<file path="src/rtl/spi_link_pkg.sv">
// Shared definitions for the SPI link controller: message-type codes,
// the default long-payload opcode, TX state encoding and a length check.
package spi_link_pkg;

   // Message types understood by the SPI slave
   localparam logic [2:0] MSG_1B   = 3'd1;
   localparam logic [2:0] MSG_2B   = 3'd2;
   localparam logic [2:0] MSG_3B   = 3'd3;
   localparam logic [2:0] MSG_6B   = 3'd6;
   localparam logic [2:0] MSG_LONG = 3'd7;

   // Command opcode (cmd[15:12]) announcing a long payload
   localparam logic [3:0] LONG_OP_DEFAULT = 4'hA;

   // Transmit sequencer states
   typedef enum logic [1:0] {
      ST_IDLE      = 2'd0,
      ST_TRIG      = 2'd1,
      ST_WAIT_BUSY = 2'd2,
      ST_WAIT_DONE = 2'd3
   } tx_state_e;

   // A long frame may carry 1..8 bytes
   function automatic logic long_len_ok(input logic [3:0] len);
      return (len != 4'd0) && (len <= 4'd8);
   endfunction

endpackage

</file>
<file path="src/rtl/rr_arbiter.sv">
// Round-robin arbiter: searches from last+1 upward (wrapping) and returns
// a one-hot grant for the first active request, or all-zero if none.
module rr_arbiter #(
   parameter int N_REQ = 4,
   parameter int IDX_W = $clog2(N_REQ)
) (
   input  logic [N_REQ-1:0] req,
   input  logic [IDX_W-1:0] last,
   output logic [N_REQ-1:0] grant
);

   logic             found_s;
   logic [IDX_W-1:0] pos_s;

   // Rotating priority search starting just after the previous winner
   always_comb begin
      grant   = '0;
      found_s = 1'b0;
      pos_s   = '0;
      for (int k = 1; k <= N_REQ; k++) begin
         pos_s = IDX_W'((int'(last) + k) % N_REQ);
         if (req[pos_s] && !found_s) begin
            grant[pos_s] = 1'b1;
            found_s      = 1'b1;
         end else begin
            found_s = found_s;
         end
      end
   end

endmodule

</file>
<file path="src/rtl/spi_link_ctrl.sv">
// SPI link controller: arbitrates transmit requesters onto a single SPI
// slave (trigger / busy handshake with timeouts) and decodes received
// host commands, including the two-frame long-payload sequence.
module spi_link_ctrl
   import spi_link_pkg::*;
#(
   parameter int         N_REQ   = 4,
   parameter int         BUSY_TO = 16,
   parameter int         XFER_TO = 65535,
   parameter logic [3:0] LONG_OP = LONG_OP_DEFAULT
) (
   input  logic                  CLK,
   input  logic                  RST_N,
   input  logic [N_REQ-1:0]      req,
   input  logic [3*N_REQ-1:0]    req_type,
   input  logic [64*N_REQ-1:0]   req_data,
   output logic [N_REQ-1:0]      gnt,
   output logic [N_REQ-1:0]      done,
   output logic                  spi_send_trigger,
   output logic [2:0]            spi_msg_type,
   output logic [63:0]           spi_out_data,
   input  logic                  spi_busy,
   input  logic                  spi_received,
   input  logic [15:0]           spi_rx_short,
   input  logic [63:0]           spi_rx_long,
   output logic                  spi_long_coming,
   output logic [3:0]            spi_byte_count,
   output logic                  cmd_valid,
   output logic [15:0]           cmd_word,
   output logic                  long_valid,
   output logic [63:0]           long_word,
   output logic [1:0]            err
);

   localparam int IDX_W = $clog2(N_REQ);
   localparam int BT_W  = $clog2(BUSY_TO + 1);
   localparam int XT_W  = $clog2(XFER_TO + 1);

   tx_state_e         state_r;
   logic              ready_r;
   logic [N_REQ-1:0]  gnt_r;
   logic [N_REQ-1:0]  done_r;
   logic [IDX_W-1:0]  last_r;
   logic              trig_r;
   logic [2:0]        msg_type_r;
   logic [63:0]       out_data_r;
   logic [BT_W-1:0]   busy_tmr_r;
   logic [XT_W-1:0]   xfer_tmr_r;
   logic              err_to_r;
   logic              err_len_r;
   logic              long_pend_r;
   logic [3:0]        byte_cnt_r;
   logic              cmd_valid_r;
   logic [15:0]       cmd_word_r;
   logic              long_valid_r;
   logic [63:0]       long_word_r;

   logic [N_REQ-1:0]  arb_gnt_s;
   logic [IDX_W-1:0]  win_idx_s;
   logic [2:0]        win_type_s;
   logic [63:0]       win_data_s;
   logic              arb_go_s;

   rr_arbiter #(
      .N_REQ (N_REQ),
      .IDX_W (IDX_W)
   ) u_arb (
      .req   (req),
      .last  (last_r),
      .grant (arb_gnt_s)
   );

   // Select the winner's index, type and payload from the one-hot grant
   always_comb begin
      win_idx_s  = '0;
      win_type_s = 3'd0;
      win_data_s = 64'd0;
      for (int i = 0; i < N_REQ; i++) begin
         win_idx_s  = win_idx_s  | (arb_gnt_s[i] ? IDX_W'(i)        : '0);
         win_type_s = win_type_s | (arb_gnt_s[i] ? req_type[i*3 +: 3]  : 3'd0);
         win_data_s = win_data_s | (arb_gnt_s[i] ? req_data[i*64 +: 64] : 64'd0);
      end
   end

   // A new grant needs a settled reset, an idle slave and no long frame pending
   always_comb begin
      arb_go_s = 1'b0;
      if (ready_r && !spi_busy && !long_pend_r && (|req)) begin
         arb_go_s = 1'b1;
      end else begin
         arb_go_s = 1'b0;
      end
   end

   // Transmit sequencer: grant, trigger, wait for busy, wait for completion
   always_ff @(posedge CLK or negedge RST_N) begin
      if (!RST_N) begin
         state_r    <= ST_IDLE;
         ready_r    <= 1'b0;
         gnt_r      <= '0;
         done_r     <= '0;
         last_r     <= IDX_W'(N_REQ - 1);
         trig_r     <= 1'b0;
         msg_type_r <= 3'd0;
         out_data_r <= 64'd0;
         busy_tmr_r <= '0;
         xfer_tmr_r <= '0;
         err_to_r   <= 1'b0;
      end else begin
         ready_r <= 1'b1;
         done_r  <= '0;
         trig_r  <= 1'b0;
         case (state_r)
            ST_IDLE: begin
               busy_tmr_r <= '0;
               xfer_tmr_r <= '0;
               if (arb_go_s) begin
                  gnt_r      <= arb_gnt_s;
                  last_r     <= win_idx_s;
                  msg_type_r <= win_type_s;
                  out_data_r <= win_data_s;
                  trig_r     <= 1'b1;
                  state_r    <= ST_TRIG;
               end else begin
                  state_r <= ST_IDLE;
               end
            end
            ST_TRIG: begin
               state_r <= ST_WAIT_BUSY;
            end
            ST_WAIT_BUSY: begin
               if (spi_busy) begin
                  busy_tmr_r <= '0;
                  state_r    <= ST_WAIT_DONE;
               end else if (busy_tmr_r == BT_W'(BUSY_TO - 1)) begin
                  err_to_r <= 1'b1;
                  gnt_r    <= '0;
                  state_r  <= ST_IDLE;
               end else begin
                  busy_tmr_r <= busy_tmr_r + BT_W'(1);
               end
            end
            ST_WAIT_DONE: begin
               if (!spi_busy) begin
                  done_r  <= gnt_r;
                  gnt_r   <= '0;
                  state_r <= ST_IDLE;
               end else if (xfer_tmr_r == XT_W'(XFER_TO - 1)) begin
                  err_to_r <= 1'b1;
                  gnt_r    <= '0;
                  state_r  <= ST_IDLE;
               end else begin
                  xfer_tmr_r <= xfer_tmr_r + XT_W'(1);
               end
            end
            default: begin
               gnt_r   <= '0;
               state_r <= ST_IDLE;
            end
         endcase
      end
   end

   // Receive decoder: short commands, long-frame announce and long payload
   always_ff @(posedge CLK or negedge RST_N) begin
      if (!RST_N) begin
         cmd_valid_r  <= 1'b0;
         cmd_word_r   <= 16'd0;
         long_valid_r <= 1'b0;
         long_word_r  <= 64'd0;
         long_pend_r  <= 1'b0;
         byte_cnt_r   <= 4'd0;
         err_len_r    <= 1'b0;
      end else begin
         cmd_valid_r  <= 1'b0;
         long_valid_r <= 1'b0;
         if (spi_received) begin
            if (long_pend_r) begin
               long_valid_r <= 1'b1;
               long_word_r  <= spi_rx_long;
               long_pend_r  <= 1'b0;
            end else begin
               cmd_valid_r <= 1'b1;
               cmd_word_r  <= spi_rx_short;
               long_word_r <= {48'd0, spi_rx_short};
               if (spi_rx_short[15:12] == LONG_OP) begin
                  if (long_len_ok(spi_rx_short[3:0])) begin
                     long_pend_r <= 1'b1;
                     byte_cnt_r  <= spi_rx_short[3:0];
                  end else begin
                     err_len_r <= 1'b1;
                  end
               end else begin
                  long_pend_r <= 1'b0;
               end
            end
         end else begin
            long_pend_r <= long_pend_r;
         end
      end
   end

   assign gnt              = gnt_r;
   assign done             = done_r;
   assign spi_send_trigger = trig_r;
   assign spi_msg_type     = msg_type_r;
   assign spi_out_data     = out_data_r;
   assign spi_long_coming  = long_pend_r;
   assign spi_byte_count   = byte_cnt_r;
   assign cmd_valid        = cmd_valid_r;
   assign cmd_word         = cmd_word_r;
   assign long_valid       = long_valid_r;
   assign long_word        = long_word_r;
   assign err              = {err_len_r, err_to_r};

endmodule

</file>
<file path="config.mk">
export PLATFORM = sky130hd
export DESIGN_NAME = spi_link_ctrl
export DESIGN_NICKNAME = d
export VERILOG_FILES = /design/src/rtl/spi_link_pkg.sv /design/src/rtl/rr_arbiter.sv /design/src/rtl/spi_link_ctrl.sv
export SDC_FILE = /design/constraint.sdc
export NUM_CORES = 1
export LEC_CHECK = 0
export ABC_AREA = 1
export ABC_CLOCK_PERIOD_IN_PS = 2500
export BUFFER_PORTS_ARGS = -buffer_cell sky130_fd_sc_hd__buf_2
export CORE_AREA = 2 2 201 203
export DETAILED_ROUTE_END_ITERATION = 10
export DIE_AREA = 0 0 203 205
export GPL_TIMING_DRIVEN = 0
export PLACE_DENSITY_LB_ADDON = 0.3
export SLEW_MARGIN = 20
export SYNTH_ARGS = -nofsm -noshare
export SYNTH_HDL_FRONTEND = slang
export SYNTH_SLANG_ARGS = --single-unit
</file>
<file path="constraint.sdc">
create_clock -name CLK -period 2.5 [get_ports CLK]
set_clock_uncertainty 0.2 [all_clocks]
set_input_delay 0.625 -clock CLK [delete_from_list [all_inputs] [get_ports CLK]]
set_output_delay 0.625 -clock CLK [all_outputs]
set_load 0.005 [all_outputs]
</file>
==> impl_metrics.toml, run 1 <==
[detailed_routing]
drt-initial-drc-count = 619
avgViaCountPerCell = 4.46
ant_nets = 0
drt-total-wl_um = 38600
vias = 11000
first_pass_iters = 6
wire_per_inst_um = 15.7
drc = 0

[hold_path]
hold_path.class = "input port to register"
worstHoldStart = "spi_rx_long[49]"

[cts]
cts_tree = "done"
cts-htree-levels = 4
root_buffer = "clkbuf_16"
cts_inserted_buffers = 17
clk_pin_slew_ps = 80
cts.sinks = 191
clkLatencyLatePin_ps = 450
cts_buffer_depth = 2

[die]
die_width_um = 203
rows = 73
ios = 521
die_h_um = 205
die_area_mm2 = 0.0416
initial_core_util_pct = 25.9
core_area_mm2 = 0.0394

[layout]
final_cells = 2462
drive_gt1_share_pct = 40.6
post-route-util_pct = 38.0
mostFrequentLayoutCells = "buf_2 (525), nand2_1 (464), dfrtp_1 (189)"
diodes = 0
fill_cells = 4200
nets = 2292
final_area_mm2 = 0.0150
area_growth_pct = 47.0
regArea_mm2 = 0.00478
multi_input_area_mm2 = 0.00499
final_common_cell = "buf_2"

[critical_path]
rr_startpoint = "last_r[1]"
critPathMaxFanout = 8
arrival_ps = 2750
worstPathRequired_ps = 2670
crit_start = "last_r[1]"
critPathLaunchType = "register"
end_kind = "register"
crit_chain = "clkinvlp_4, ha_4, inv_4, nand3_1, nand2_2, nand2_2, nor2_4, nand2_2, nand3_4, buf_12, buf_12, nand2_1, nand3_2, nor2_1, nor2_1"
crit_type = "register to register"
cp_common_cell = "nand2_2"
cpMaxStageDelayCell = "dfstp_2"
cpPeakStageDelay_ps = 570

[logic_synthesis]
yosys_warnings = 0
synth_cell_type_count = 34
netlist_area_mm2 = 0.0102
synth_cells = 1359
yosys_register_bits = 191
synth_seq_area_share_pct = 47.0
synthesis.nets = 1727
syn_avg_cell_area_um2 = 7.49

[global_routing]
grt_usage_pct = 17.8
overflow = 0
antenna_found_initial = 0
grt_max_degree = 91
grt_pass1_vias = 10700
grt_pass1_wl_um = 57600

[timing]
setup_viol = 62
rsz0062_at_grt = "yes"
period_needed_ps = 2580
fin_crit_sh_pct = 103
finalHoldViolCount = 0
timing.final.ws_setup_ps = -82.5
final-max-slew-violation-count = 0
timing.setup.tns_ps = -2130
worst_slew_pin_slew_ps = 569
slew_headroom_pct = 62.0
fmax_mhz = 387

[pwr]
pwr_density_cell_mw_per_mm2 = 1160
p_total_mw = 17.3
irDropWorstVdd_mv = 0.831
p_leak_nw = 8.17

[outcome]
status = "finished, violations left"
violations = "setup timing"

[placed_design]
io_buffers = 520
place_congestion = 0.865
dpl_cell_area_mm2 = 0.0135
hpwl_um = 30000
dp.cells = 2406

[flow_run]
cap_violations = 0
critical path, delay by kind of cell, from the launching register on:
| kind | cells | cell delay [ps] |
|---|---|---|
| buffers and inverters | 4 | 500 |
| flip-flops | 1 | 570 |
| AND/OR/NAND/NOR | 10 | 940 |
| adder cells (fa/ha/maj) | 1 | 280 |
cell families after synthesis:
family | Yosys count | synth area share, %
adders and majority gates | 12 | 1.47
and+or+nand+nor | 874 | 36.5
AOI/OAI and AO/OA | 90 | 6.38
other | 1 | 0.0368
DFF | 191 | 47.0
buffers and inverters | 176 | 7.40
xor gates and xnor gates | 15 | 1.29
sequential cells by signal (all words and copies together), names as in the netlist:
register	count
long_word	64
spi_out_data	64
cmd_word	16
xfer_tmr_r	16
busy_tmr_r	5
done	4
gnt	4
spi_byte_count	4
spi_msg_type	3
last_r	2
state_r	2
cmd_valid	1
err_len_r	1
err_to_r	1
long_valid	1
ready_r	1
spi_long_coming	1
spi_send_trigger	1
metrics by stage:
stage	setup slack, ps	hold slack (ps)
after detailed placement	-585	250
final	-82.5	188
after global placement	-2770	255
after global routing	-199	159
after floorplan	43.7	129
after CTS	-27.8	141
metal layers:
layer  up-vias  GRT usage [%]  wire length, um
li1       5400              -                -
met1      5100           21.2            15700
met2       427           31.5            19200
met3        50           3.98             2770
met4         0           6.62              952
met5         -              0                0
cells in the mapped netlist:
cell type  instances  share of area (%)
a21oi_1            5               0.25
buf_2             17               0.84
nand2_4            2               0.22
a211oi_1           1              0.074
nor2_4             1               0.11
nand3b_2           1               0.11
inv_2              4               0.15
inv_1            104                3.8
nor3_1             6               0.29
clkbuf_1          32                1.2
nand4_1            7               0.43
dfstp_2            2               0.52
conb_1             1              0.037
xnor2_1            1              0.086
a22o_1            48                4.1
a21o_1             2               0.15
nor4_1             3               0.18
dfrtp_1          189                 46
xor2_1            14                1.2
nand3_2            5               0.49
buf_4              7               0.52
nand3_1          127                6.2
nand3b_1           2               0.15
o21ai_0           29                1.4
buf_1              6               0.22
a22oi_1            2               0.15
or2_2             67                4.1
ha_1              12                1.5
o41ai_1            1              0.086
nor2_1           167                6.2
o22ai_1            2               0.12
or3b_2             1              0.086
buf_6              6               0.66
nand2_1          485                 18
repair_timing:
| item | in CTS | in global routing |
|---|---|---|
| endpoints found under the setup margin | 74 | 88 |
| hold endpoints to repair | 16 | 0 |
| hold buffers | 1 | 0 |
| buffers inserted | 13 | 2 |
| gates resized for setup | 103 | 63 |
| gates cloned | 2 | 7 |
| pin swaps | 20 | 12 |
worst paths after layout:
| kind | endpoint | slack, ps | cells past startpoint |
|---|---|---|---|
| max reg2reg | spi_out_data[34] | -80 | 15 |
| max | spi_out_data[34] | -80 | 15 |
| min | long_word[49] | 190 | 2 |
| min reg2reg | err_to_r | 260 | 1 |
| min in group asynchronous | spi_byte_count[3] | 400 | 2 |
| max in group asynchronous | spi_out_data[34] | 990 | 3 |
area by class of cell:
| cell class | count | share of cell area [%] |
|---|---|---|
| Sequential cell | 191 | 31.9 |
| Clock inverter | 14 | 0.953 |
| Multi-Input combinational cell | 992 | 33.4 |
| Buffer | 67 | 3.40 |
| Clock buffer | 18 | 2.87 |
| Inverter | 108 | 2.78 |
| Timing Repair Buffer | 547 | 20.3 |
| Tap cell | 525 | 4.39 |
where the power goes:
part	leakage [nW]	internal [mW]	switching, mW	total (mW)
combinational	5.49	4.66	5.75	10.4
clock	0.274	1.33	1.39	2.72
sequential	2.40	3.83	0.380	4.21
(Power assumes the default switching activity.)
==> run 2, diff against run 1 <==
GPL_TIMING_DRIVEN = 1   (was 0)
==> run 2 against run 1 <==
The run now ends clean; hold slack got worse by 4.6 ps; setup slack improved by 160 ps; first-iteration DRC count rose by 8.4%; count of clock-buffer cells in the layout down 1; non-clock buffer count shrank 38; global-route usage is 1.3 points lower; cell count is 1.5% lower; sequential power about the same; highest routed layer unchanged.
==> impl_metrics.toml, run 2 (same netlist as run 1, synthesis figures left out) <==
[global_routing]
antenna_found_initial = 0
grt_max_degree = 81
grt_pass1_wl_um = 54100
grt_busiest_layer = "met2"
grt_usage_pct = 16.6
grt_pass1_vias = 10300
grt_util_met1_pct = 19.8
overflow = 0
grt_use_met3_pct = 3.56
use_met2_pct = 29.0

[die]
core_area_mm2 = 0.0394
rows = 73
initial_core_util_pct = 25.9
die_width_um = 203
ios = 521
die_area_mm2 = 0.0416
die_h_um = 205

[critical_path]
critPathMaxFanout = 20
crit_type = "register to register"
end_kind = "register"
worstPathRequired_ps = 2670
cpPeakStageDelay_ps = 540
path_buf_inv = 4
crit_chain = "inv_2, ha_4, inv_4, nand3_2, nand2_2, nand2_2, nor2_4, nand2_1, nand3_4, clkbuf_16, inv_1, a22oi_1"
cpMaxStageDelayCell = "dfstp_2"
rr_startpoint = "last_r[1]"
crit_start = "last_r[1]"
critPathLaunchType = "register"
cp_common_cell = "nand2_2"
path_delay_family = "simple AND/OR/NAND/NOR gates"
arrival_ps = 2590

[timing]
fmax_mhz = 413
slew_headroom_pct = 57.5
holdWs_ps = 183
finalHoldViolCount = 0
fin_crit_sh_pct = 96.8
timing.final.ws_setup_ps = 80.6
timing.setup.tns_ps = 0
final-max-slew-violation-count = 0
period_needed_ps = 2420
worst_slew_pin_slew_ps = 636
setup_viol = 0

[placed_design]
hpwl_um = 27400
dp.cells = 2369
pre_cts_slack_ps = -12.1
dpl_cell_area_mm2 = 0.0135
io_buffers = 520
place_congestion = 0.852

[pwr]
p_total_mw = 17.2
pwr_density_cell_mw_per_mm2 = 1170
p_leak_nw = 7.95
irDropWorstVdd_mv = 0.852

[detailed_routing]
avgViaCountPerCell = 4.47
drc = 0
vias = 10800
drt-total-wl_um = 39100
ant_nets = 0
wire_per_inst_um = 16.1
first_pass_iters = 5
drt-initial-drc-count = 671

[cts]
cts_inserted_buffers = 17
cts.sinks = 191
cts_tree = "done"
clkLatencyLatePin_ps = 450
root_buffer = "clkbuf_16"
cts-htree-levels = 4
cts_buffer_depth = 2
clk_pin_slew_ps = 80

[layout]
area_growth_pct = 44.4
drive_gt1_share_pct = 37.8
final_common_cell = "buf_2"
diodes = 0
final_cells = 2424
final_area_mm2 = 0.0147
mostFrequentLayoutCells = "buf_2 (519), nand2_1 (478), dfrtp_1 (189)"
nets = 2254
post-route-util_pct = 37.4

[hold_path]
worstHoldStart = "spi_rx_long[41]"
hold_path.class = "input port to register"

[outcome]
status = "finished clean"

[flow_run]
cap_violations = 0
==> run 2: cell types whose count changed in the layout (fill, tap and decap cells not counted), moves of 10 or more <==
cell and delta:
buf_12 +13, buf_8 -10, clkbuf_1 -20, clkbuf_2 -13
nand2_1 +14, nand2_2 -14, nand3_1 +28, nand3_2 -27
==> run 2: worst paths after layout <==
check / cells after the start / slack (ps) / endpoint
worst max-delay path: 12 / 80 / last_r[0]
worst min-delay path: 2 / 180 / long_word[41]
worst max register to register: 12 / 80 / last_r[0]
worst min register to register: 1 / 270 / err_len_r
max in group asynchronous: 3 / 930 / spi_out_data[7]
min in group asynchronous: 2 / 520 / cmd_word[10]
==> run 2: worst reg2reg max path, cell delays in order (launching register included) <==
cell and delay (ps):
dfstp_2 540, inv_2 50, ha_4 260, inv_4 70
nand3_2 90, nand2_2 110, nand2_2 70, nor2_4 160
nand2_1 140, nand3_4 140, clkbuf_16 220, inv_1 80
a22oi_1 190
==> run 2: per-layer routing <==
metal | wire length [um] | vias up
li1 | - | 5320
met1 | 15900 | 4994
met2 | 19400 | 451
met3 | 2580 | 59
met4 | 1180 | 0
met5 | 0 | -
==> run 2: layout make-up <==
| type | count | area [um2] |
|---|---|---|
| Inverter | 108 | 408 |
| Multi-Input combinational cell | 992 | 4780 |
| Timing Repair Buffer | 576 | 3490 |
| Tap cell | 525 | 657 |
| Fill cell | 4137 | 24700 |
| Sequential cell | 191 | 4780 |
| Clock inverter | 15 | 164 |
| Clock buffer | 17 | 425 |
==> run 2: where the power goes <==
group	internal, mW	switching [mW]
clock	1.35	1.44
sequential	3.83	0.371
combinational	4.39	5.78
total	9.57	7.58
==> run 2: timing repair <==
item / CTS / global route
hold endpoints to repair: 46 / 0
cloned: 0 / 16
gates resized for setup: 1 / 39
setup endpoints to repair: 2 / 71
setup buffers: 0 / 6
pin swaps: 0 / 9
hold buffers: 1 / 0
==> run 3, diff against run 2 <==
CTS_BUF_LIST = sky130_fd_sc_hd__clkbuf_8   (was unset)
==> run 3 against run 2 <==
Design area fell by 0.26%; first-iteration DRC count fell by 14%; core utilization fell by 0.095 points; global-route usage barely moved; count of clock-buffer cells in the layout did not move; non-clock buffer count fell by 1; register-to-register slack barely moved; critical path depth rose by 2; power fell by 3.0%; via count rose by 0.65%; cell count barely moved; sequential share of layout area rose by 0.083 points; highest routed layer unchanged.
==> impl_metrics.toml, run 3 (same netlist as run 1, synthesis figures left out) <==
[die]
core_area_mm2 = 0.0394
initial_core_util_pct = 25.9
ios = 521
die_h_um = 205
die_area_mm2 = 0.0416
die_width_um = 203
rows = 73

[layout]
final_area_mm2 = 0.0147
nets = 2253
area_growth_pct = 44.1
final_common_cell = "buf_2"
fill_cells = 4143
drive_gt1_share_pct = 40.4
diodes = 0
final_cells = 2423
mostFrequentLayoutCells = "buf_2 (519), nand2_1 (458), dfrtp_1 (189)"

[pwr]
irDropWorstVdd_mv = 0.687
p_leak_nw = 8.00
pwr_density_cell_mw_per_mm2 = 1130

[placed_design]
dp.cells = 2369
pre_cts_slack_ps = -12.1
hpwl_um = 27400
dpl_cell_area_mm2 = 0.0135
place_congestion = 0.852
io_buffers = 520

[timing]
fmax_mhz = 411
period_needed_ps = 2430
rsz0062_at_grt = "yes"
final-max-slew-violation-count = 0
timing.final.ws_setup_ps = 66.1
fin_crit_sh_pct = 97.4
worst_slew_pin_slew_ps = 548
holdWs_ps = 129
setup_viol = 0
finalHoldViolCount = 0
slew_headroom_pct = 63.4

[global_routing]
grt_usage_pct = 16.6
grt_pass1_vias = 10300
grt_pass1_wl_um = 54100
grt_max_degree = 81
antenna_found_initial = 0
overflow = 0

[critical_path]
r2r_cells = 14
path_depth = 14
path_delay_family = "simple AND/OR/NAND/NOR gates"
arrival_ps = 2670
crit_chain = "inv_2, ha_4, inv_4, nand3_2, nand2_2, nand2_2, nor2_4, nand2_1, nand3_2, buf_12, nand2_1, nand3_2, nor2_2, nor2_1"
critPathLaunchType = "register"
cpPeakStageDelay_ps = 550
r2r_slack_ps = 70
cp_common_cell = "nand3_2"
critPathMaxFanout = 41
rr_startpoint = "last_r[1]"
crit_type = "register to register"
path_buf_inv = 3
worstPathRequired_ps = 2740
cpMaxStageDelayCell = "dfstp_2"
r2r_end = "spi_out_data[56]"
end_kind = "register"

[cts]
root_buffer = "clkbuf_8"
clk_pin_slew_ps = 120
cts-htree-levels = 4
clkLatencyLatePin_ps = 500
cts_inserted_buffers = 17
cts_buffer_depth = 2
cts_tree = "done"
cts.sinks = 191

[detailed_routing]
wire_per_inst_um = 16.1
drc = 0
vias = 10900
ant_nets = 0
drt-total-wl_um = 39100
first_pass_iters = 6
drt-initial-drc-count = 578
avgViaCountPerCell = 4.50

[hold_path]
hold_path.class = "input port to register"
hold_depth = 2
worstHoldStart = "spi_rx_long[41]"
hold_end = "long_word[41]"

[flow_run]
cap_violations = 0

[outcome]
status = "finished clean"
-- run 3: cell count changes in the layout (fill, tap and decap cells not counted), moves of 3 or more --
cell / delta
buf_8: -3
clkbuf_16: -18
clkbuf_8: +17
nand2_1: -20
nand2_2: +19
nand3_1: -25
nand3_2: +26
nor2_1: -5
nor2_2: +5
-- run 3: layout make-up --
cell class / instances / area [um2] / share of cell area (%)
tap: 525 / 657 / 4.48
clock buffer: 17 / 234 / 1.59
timing repair buffer: 575 / 3460 / 23.6
sequential: 191 / 4780 / 32.6
clock inverter: 15 / 164 / 1.12
multi-input combinational: 992 / 4970 / 33.9
inverter: 108 / 408 / 2.78
-- run 3: stage by stage --
stage / total power, mW / setup TNS (ps) / utilization [%]
floorplan: 9.31 / 0 / -
global placement: 12.1 / 0 / 34.4
detailed placement: 12.2 / -20.5 / 34.4
CTS: 14.4 / 0 / 35.5
global route: 18.0 / -1660 / 37.3
finish: 16.6 / 0 / 37.3
-- run 3: metal layers --
| layer | vias up | wire (um) | GRT usage [%] |
|---|---|---|---|
| li1 | 5318 | - | - |
| met1 | 5072 | 15800 | 19.8 |
| met2 | 450 | 19500 | 29.2 |
| met3 | 54 | 2630 | 3.52 |
| met4 | 0 | 1150 | 6.26 |
| met5 | - | 0 | 0 |
-- run 3: power breakdown --
part	switching (mW)	internal, mW
sequential	0.372	3.83
combinational	5.91	4.43
clock	1.35	0.757
total	7.63	9.01
-- run 3: repair_timing --
| item | 4_1_cts | 5_1_grt |
|---|---|---|
| endpoints found under the hold margin | 46 | 0 |
| gates cloned | 0 | 16 |
| pin swaps | 0 | 33 |
| buffers inserted | 0 | 5 |
| endpoints found under the setup margin | 3 | 72 |
| resized for setup | 3 | 81 |
| hold buffers | 1 | 0 |
-- run 3: worst max-delay path by stage --
stage / start / to / slack, ps
3_3_place_gp: last_r[0] / spi_out_data[62] / 40
2_1_floorplan: last_r[0] / spi_out_data[37] / 40
3_5_place_dp: last_r[0] / spi_out_data[36] / -10
4_1_cts: last_r[0] / spi_out_data[36] / 30
5_1_grt: last_r[1] / spi_out_data[56] / -70
6_report: last_r[1] / spi_out_data[56] / 70
